$ cat src/rtl/surf_cmd_receiver.sv
// surf_cmd_receiver: deframes the per-SURF serial CMD line (one bit per clk33 cycle)
// into type / buffer / event-ID fields, checks even parity and the stop bit, and
// hands good commands to the local digitize/clear logic over a valid/ack handshake.
// Optional build macro CMD_SYNC_EN: inserts a 2-FF synchronizer ahead of cmd_q for
// a CMD line that is not clk33-synchronous (adds 2 cycles of latency).
module surf_cmd_receiver #(
    parameter int BUF_BITS  = 2,
    parameter int EVID_BITS = 32
) (
    input  logic                 clk33_i,
    input  logic                 rst_n_i,
    input  logic                 CMD_i,
    input  logic                 cmd_ack_i,
    output logic                 cmd_valid_o,
    output logic [1:0]           cmd_type_o,
    output logic [BUF_BITS-1:0]  cmd_buffer_o,
    output logic [EVID_BITS-1:0] cmd_evid_o,
    output logic                 parity_err_o,
    output logic                 frame_err_o,
    output logic                 overrun_o,
    output logic                 busy_o
);

    // Bits shifted after the start bit and before the stop bit: type, buffer, evid, parity.
    localparam int SHIFT_LEN = 2 + BUF_BITS + EVID_BITS + 1;
    localparam int CNT_W     = $clog2(SHIFT_LEN);
    localparam logic [CNT_W-1:0] LAST_BIT = CNT_W'(SHIFT_LEN - 1);

    typedef enum logic [1:0] {
        WAIT_LOW = 2'd0,
        IDLE     = 2'd1,
        SHIFT    = 2'd2,
        STOP     = 2'd3
    } state_t;

    state_t                 state;
    state_t                 next_state;
    logic                   cmd_in;
    logic                   vld_in;
    logic                   cmd_q;
    logic                   cmd_vld;
    logic [SHIFT_LEN-1:0]   shift_reg;
    logic [CNT_W-1:0]       bit_cnt;
    logic                   shift_en;
    logic                   cnt_clr;
    logic                   deliver;
    logic                   perr;
    logic                   ferr;
    logic                   parity_bad;

    // Even parity over type, buffer, evid and the parity bit itself.
    function automatic logic parity_fail(input logic [SHIFT_LEN-1:0] bits);
        return ^bits;
    endfunction

`ifdef CMD_SYNC_EN
    (* ASYNC_REG = "TRUE" *) logic cmd_meta;
    (* ASYNC_REG = "TRUE" *) logic cmd_sync;
    logic vld_meta;
    logic vld_sync;

    // Two-flop synchronizer for an asynchronous CMD line; a valid bit travels alongside.
    always_ff @(posedge clk33_i or negedge rst_n_i) begin
        if (!rst_n_i) begin
            cmd_meta <= 1'b0;
            cmd_sync <= 1'b0;
            vld_meta <= 1'b0;
            vld_sync <= 1'b0;
        end else begin
            cmd_meta <= CMD_i;
            cmd_sync <= cmd_meta;
            vld_meta <= 1'b1;
            vld_sync <= vld_meta;
        end
    end

    assign cmd_in = cmd_sync;
    assign vld_in = vld_sync;
`else
    assign cmd_in = CMD_i;
    assign vld_in = 1'b1;
`endif

    // Input register; cmd_vld marks that cmd_q holds a real line sample, so the
    // reset value of cmd_q cannot be mistaken for the line having gone low.
    always_ff @(posedge clk33_i or negedge rst_n_i) begin
        if (!rst_n_i) begin
            cmd_q   <= 1'b0;
            cmd_vld <= 1'b0;
        end else begin
            cmd_q   <= cmd_in;
            cmd_vld <= vld_in;
        end
    end

    assign parity_bad = parity_fail(shift_reg);

    // FSM state register.
    always_ff @(posedge clk33_i or negedge rst_n_i) begin
        if (!rst_n_i) begin
            state <= WAIT_LOW;
        end else begin
            state <= next_state;
        end
    end

    // Next-state and per-cycle control decode.
    always_comb begin
        next_state = state;
        shift_en   = 1'b0;
        cnt_clr    = 1'b0;
        deliver    = 1'b0;
        perr       = 1'b0;
        ferr       = 1'b0;
        case (state)
            WAIT_LOW: begin
                if (cmd_vld && !cmd_q) begin
                    next_state = IDLE;
                end
            end
            IDLE: begin
                if (cmd_q) begin
                    cnt_clr    = 1'b1;
                    next_state = SHIFT;
                end
            end
            SHIFT: begin
                shift_en = 1'b1;
                if (bit_cnt == LAST_BIT) begin
                    next_state = STOP;
                end
            end
            STOP: begin
                if (cmd_q) begin
                    // Bad stop bit wins over parity; resync on a low line.
                    ferr       = 1'b1;
                    next_state = WAIT_LOW;
                end else if (parity_bad) begin
                    perr       = 1'b1;
                    next_state = IDLE;
                end else begin
                    deliver    = 1'b1;
                    next_state = IDLE;
                end
            end
            default: next_state = WAIT_LOW;
        endcase
    end

    // Bit counter and MSB-first shift register.
    always_ff @(posedge clk33_i or negedge rst_n_i) begin
        if (!rst_n_i) begin
            bit_cnt   <= '0;
            shift_reg <= '0;
        end else begin
            if (cnt_clr) begin
                bit_cnt <= '0;
            end else if (shift_en) begin
                bit_cnt <= bit_cnt + CNT_W'(1);
            end
            if (shift_en) begin
                shift_reg <= {shift_reg[SHIFT_LEN-2:0], cmd_q};
            end
        end
    end

    // Command hand-off, error pulses and busy flag.
    always_ff @(posedge clk33_i or negedge rst_n_i) begin
        if (!rst_n_i) begin
            cmd_valid_o  <= 1'b0;
            cmd_type_o   <= '0;
            cmd_buffer_o <= '0;
            cmd_evid_o   <= '0;
            parity_err_o <= 1'b0;
            frame_err_o  <= 1'b0;
            overrun_o    <= 1'b0;
            busy_o       <= 1'b0;
        end else begin
            parity_err_o <= perr;
            frame_err_o  <= ferr;
            overrun_o    <= 1'b0;
            busy_o       <= (next_state != IDLE);
            if (deliver && (!cmd_valid_o || cmd_ack_i)) begin
                cmd_valid_o  <= 1'b1;
                cmd_type_o   <= shift_reg[SHIFT_LEN-1 -: 2];
                cmd_buffer_o <= shift_reg[SHIFT_LEN-3 -: BUF_BITS];
                cmd_evid_o   <= shift_reg[EVID_BITS:1];
            end else begin
                // Pending command is kept; the new one is dropped.
                if (deliver) begin
                    overrun_o <= 1'b1;
                end
                if (cmd_ack_i) begin
                    cmd_valid_o <= 1'b0;
                end
            end
        end
    end

endmodule

$ cat config.mk
export PLATFORM = sky130hd
export DESIGN_NAME = surf_cmd_receiver
export DESIGN_NICKNAME = d
export VERILOG_FILES = /design/src/rtl/surf_cmd_receiver.sv
export SDC_FILE = /design/constraint.sdc
export NUM_CORES = 1
export LEC_CHECK = 0
export BUFFER_PORTS_ARGS = -buffer_cell sky130_fd_sc_hd__buf_4
export CAP_MARGIN = 25
export CELL_PAD_IN_SITES_DETAIL_PLACEMENT = 1
export CELL_PAD_IN_SITES_GLOBAL_PLACEMENT = 1
export CORE_MARGIN = 2
export CORE_UTILIZATION = 46
export DETAILED_ROUTE_END_ITERATION = 8
export GPL_ROUTABILITY_DRIVEN = 0
export PLACE_DENSITY = 0.78
export SYNTH_ARGS = -nofsm -noshare
export SYNTH_HDL_FRONTEND = slang
export SYNTH_SLANG_ARGS = --single-unit
$ cat constraint.sdc
create_clock -name clk33_i -period 3.3 [get_ports clk33_i]
set_clock_uncertainty 0.05 [all_clocks]
set_input_delay 0.495 -clock clk33_i [delete_from_list [all_inputs] [get_ports clk33_i]]
set_output_delay 0.495 -clock clk33_i [all_outputs]
set_load 0.01 [all_outputs]
== Word-level counts from Yosys, hierarchy flattened ==
Index checks and enable logic that the tools add are counted.

* Bits in registers: 88
* Output and inout port bits: 41
* Logic and storage cells: 49

* Add/sub/neg operators: 1
* Equal/unequal tests: 5
* Muxes and demuxes: 21
* Reductions and logical operators: 9

{| class="wikitable"
|+ Operator list
! operator !! number
|-
| $reduce_xor 37->1 || 1
|-
| $mux 1 || 15
|-
| $mux 6 || 2
|-
| $pmux 2 s4 || 1
|-
| $add 6x1->6 const B || 1
|-
| $eq 6x6->1 const B || 1
|-
| $mux 2 || 3
|-
| $eq 2x2->1 const B || 2
|-
| $reduce_bool 2->1 || 2
|-
| $eq 2x1->1 const B || 1
|-
| $logic_and 1x1->1 || 2
|-
| $logic_not 1->1 || 2
|-
| $logic_not 2->1 || 1
|-
| $ne 2x1->1 const B || 1
|-
| $logic_or 1x1->1 || 1
|}

== Longest topological paths before layout ==
* Word-level depth: 6
* Depth in mapped cells: 7
* Mapped depth without buffers: 6

== Least setup slack after synthesis ==
No wires, ideal clock.

* Kind: reg-to-reg
* From: reg shift_reg[18]
* To: reg cmd_evid_o[11]
* Library setup time: 125 ps
* Data arrival time: 2207 ps
* Required time: 3125 ps
* Slack: 918 ps
* Stages on the path, launching flop included: 8
* Path buffers: 1
* Period minus slack after synthesis: 2382 ps
* Cell sequence: dfrtp_1 xnor3_1 xnor3_1 xnor3_1 nand2b_1 mux2i_4 buf_8 mux2_2

* Cells in the longest elaborated chain, start to end: 5

{| class="wikitable"
|+ Ends and longest elaborated chain
! what !! line !! source
|-
| start, declared || 42 || <nowiki>logic [SHIFT_LEN-1:0] shift_reg;</nowiki>
|-
| start signal, assigned || 162 || <nowiki>shift_reg <= {shift_reg[SHIFT_LEN-2:0], cmd_q};</nowiki>
|-
| $reduce_xor 37->1 || 53 || <nowiki>return ^bits;</nowiki>
|-
| $mux 1 || 138 || <nowiki>end else if (parity_bad) begin</nowiki>
|-
| $mux 1 || 134 || <nowiki>if (cmd_q) begin</nowiki>
|-
| $mux 1 || 115 || <nowiki>case (state)</nowiki>
|-
| $logic_and 1x1->1 || 183 || <nowiki>if (deliver && (!cmd_valid_o || cmd_ack_i)) begin</nowiki>
|-
| end signal, assigned || 187 || <nowiki>cmd_evid_o <= shift_reg[EVID_BITS:1];</nowiki>
|-
| end, declared || 17 || <nowiki>output logic [EVID_BITS-1:0] cmd_evid_o,</nowiki>
|}

No other way between the ends.
A chain may end at the register's enable or synchronous reset.

== Worst setup path after layout ==
* From: reg shift_reg[31]
* To: reg cmd_evid_o[7]

Same word-level chain as after synthesis.

==> results.txt <==
status -> completed
minimum clock period -> 2.61 ns
Cells after Synth -> 325
type of the worst setup path -> flip-flop to flip-flop
cell taking the most area after synthesis -> dfrtp_1
CP Cell Sequence -> xnor2_1, xnor2_1, xnor3_1, nand2b_1, mux2i_4, buf_4, mux2_2
drt via density -> 5.06
area fraction of the dominant cell type after synthesis -> 0.593
ys async rst share -> 1.00
H-tree depth -> 3
Clock Path Buffers -> 2
# diodes -> 0
Sinks on Clock Net -> 88
Placed Instances -> 463
fraction of layout cells with a size suffix above 1 -> 0.265
Worst Path Required -> 3.49 ns
mapped cell area -> 3720 µm²
syn_nets -> 331
r2r endpoint -> cmd_evid_o[7]
Yosys Warn Count -> 0
PostCTS Resize Cnt -> 0
CTS tree -> done
DP HPWL -> 5200 µm
Avg WL per Cell -> 15.7 µm
pin count of the biggest net entering global routing -> 66
highest clock rate -> 383 MHz
total gr overflow -> 0
area grow syn2layout -> 16.8%
number of synthesized flops with an enable pin -> 0
worst hold path startpoint -> CMD_i
fin cells -> 480
ranking of synthesized cells by area -> dfrtp_1 (59%), nand2_1 (12%), mux2_2 (11%)
r2r setup slk -> 0.69 ns
CP max stage cell -> xnor3_1
clock share of power -> 0.217
Synth Flop Type -> dfrtp_1
FF-to-FF path depth -> 7
first-pass GRT wire length -> 12,800 µm
total wire length -> 7560 µm
vias in the first global route -> 2,612
Num CTS Buffers -> 9
Final ANT Viol Nets -> 0
total core area -> 7770 µm²
sequential share of power -> 0.425
CP most frequent cell -> xnor2_1
RSZ-0062 raised after global routing -> no
Setup TNS -> 0 ns
Leak Pwr -> 2.32 nW
Peak supply drop -> 0.422 mV
endpoints failing setup -> 0
initial DRC count -> 63
reg2reg start -> shift_reg[31]
full die area -> 8810 µm²
Vias -> 2,431
fin nets -> 379
num ports -> 45
initial antenna violation count -> 0
combinational share of power -> 0.358
Final period util -> 0.792
most frequent cell after synthesis -> nand2_1
switching power -> 0.00110 W
hold endpoint -> cmd_q
Slew Limit Fails -> 0
Clock transition at path regs -> 0.08 ns
Seq/Total Area, Yosys -> 0.593
Worst Hold Depth -> 1
worst hold path type -> primary input to flip-flop
Internal -> 0.00216 W
critical path capture point type -> flip-flop
Slew headroom -> 0.393
crit path DAT -> 2.80 ns
power per cell area -> 750 nW/µm²
Starting Density -> 0.478
crit start category -> flip-flop
Final Power -> 0.00326 W
worst-path maximum fanout -> 25
CTS root buffer -> clkbuf_8
Unique masters post-synth -> 28
Sw Ratio -> 0.337
First-pass DRT Iterations -> 4
Total Routing Usage GR -> 0.191
Worst Tran Pin Value -> 0.910 ns
clk_lat worst skew -> 0.35 ns
die height -> 93.9 µm
slowest cell delay on critical path -> 0.48 ns
max FFs per register -> 37
final hold vios -> 0
# DRC -> 0
max cap viols -> 0
commonest cells in the netlist -> nand2_1 (117), dfrtp_1 (88), mux2_2 (35), xnor2_1 (24), clkbuf_1 (10)
Post-Syn Area per Cell -> 11.4 µm²
Cell Rows -> 32
die width -> 93.9 µm
I/O Buffers -> 44
Synth Register Bits -> 88
WHS -> 0.200 ns
==> layer usage <==
metal / GRT usage / vias to the layer above / routed length [µm]
met5: 0 / - / 0
met1: 0.246 / 1250 / 3380
li1: - / 1136 / -
met3: 0.0297 / 9 / 201
met2: 0.323 / 36 / 3860
met4: 0.0761 / 0 / 115
==> worst max path at each step <==
stage	start	to	slack, ns
2_1_floorplan	shift_reg[18]	cmd_evid_o[11]	0.92
3_3_place_gp	shift_reg[18]	cmd_evid_o[11]	0.77
3_5_place_dp	shift_reg[31]	cmd_evid_o[31]	0.66
4_1_cts	shift_reg[31]	cmd_evid_o[17]	0.64
5_1_grt	shift_reg[18]	cmd_evid_o[21]	0.55
6_report	shift_reg[31]	cmd_evid_o[7]	0.69
==> cell families (layout without fill, tap and decap cells) <==
logic type	Yosys count	after routing	share of synthesized area
AOI/OAI and AO/OA	13	13	0.0202
xor gates and xnor gates	33	33	0.0929
adders and majority gates	2	2	0.00673
buffers and inverters	16	69	0.0253
DFF	88	88	0.593
muxes	37	37	0.115
other	1	1	0.00101
and+or+nand+nor	135	135	0.146
==> timing repair <==
action	in CTS	in global routing
hold endpoints to repair	19	0
buffers inserted	0	0
hold buffers	1	0
==> placed cells by master (no fill, tap or decap) <==
cell type / count
nand2_1: 117
dfrtp_1: 88
buf_4: 48
mux2_2: 35
xnor2_1: 24
o21ai_0: 9
clkbuf_8: 9
xor2_1: 5
nor2_1: 4
inv_1: 3
nand2b_1: 3
nor2b_1: 3
xnor3_1: 3
clkbuf_1: 3
clkinv_2: 3
and3_1: 2
ha_1: 2
nor2b_2: 1
nand4b_1: 1
o21bai_1: 1
o31ai_1: 1
nand3b_1: 1
xnor3_2: 1
nor3_1: 1
nand3_1: 1
a22o_1: 1
mux2i_4: 1
mux2_1: 1
nand4_1: 1
a31oi_1: 1
bufinv_16: 1
conb_1: 1
dlygate4sd3_1: 1
buf_16: 1
==> cell type report <==
cell class | instances | area, µm²
Clock buffer | 12 | 135
Tap cell | 102 | 128
Fill cell | 849 | 3430
Clock inverter | 4 | 45.0
Inverter | 3 | 11.3
Sequential cell | 88 | 2200
Timing Repair Buffer | 50 | 398
Multi-Input combinational cell | 221 | 1420
==> power groups by stage <==
| stage | Clock [W] | Sequential, W | Combinational (W) |
|---|---|---|---|
| after detailed placement | 0 | 0.00140 | 0.00119 |
| after global placement | 0 | 0.00140 | 0.00115 |
| after CTS | 0.000724 | 0.00138 | 0.00119 |
| final | 0.000708 | 0.00138 | 0.00117 |
| after floorplan | 0 | 0.00138 | 0.000910 |
| after global routing | 0.000761 | 0.00141 | 0.00128 |
==> worst max-delay path, delay by kind of cell, from the launching register on <==
kind | cells | cell delay [ns]
xor gates and xnor gates | 3 | 0.92
buffers and inverters | 1 | 0.35
DFF | 1 | 0.44
muxes | 2 | 0.54
and+or+nand+nor | 1 | 0.19
==> stage by stage <==
step           setup slack, ns  instance area [µm²]  utilization
5_1_grt                  0.550                 4340        0.559
3_5_place_dp             0.661                 4150        0.534
3_3_place_gp             0.769                 4120        0.531
2_1_floorplan            0.918                 3720            -
6_report                 0.686                 4340        0.559
4_1_cts                  0.636                 4340        0.559
Note: power is estimated with default switching activity, not from simulation.
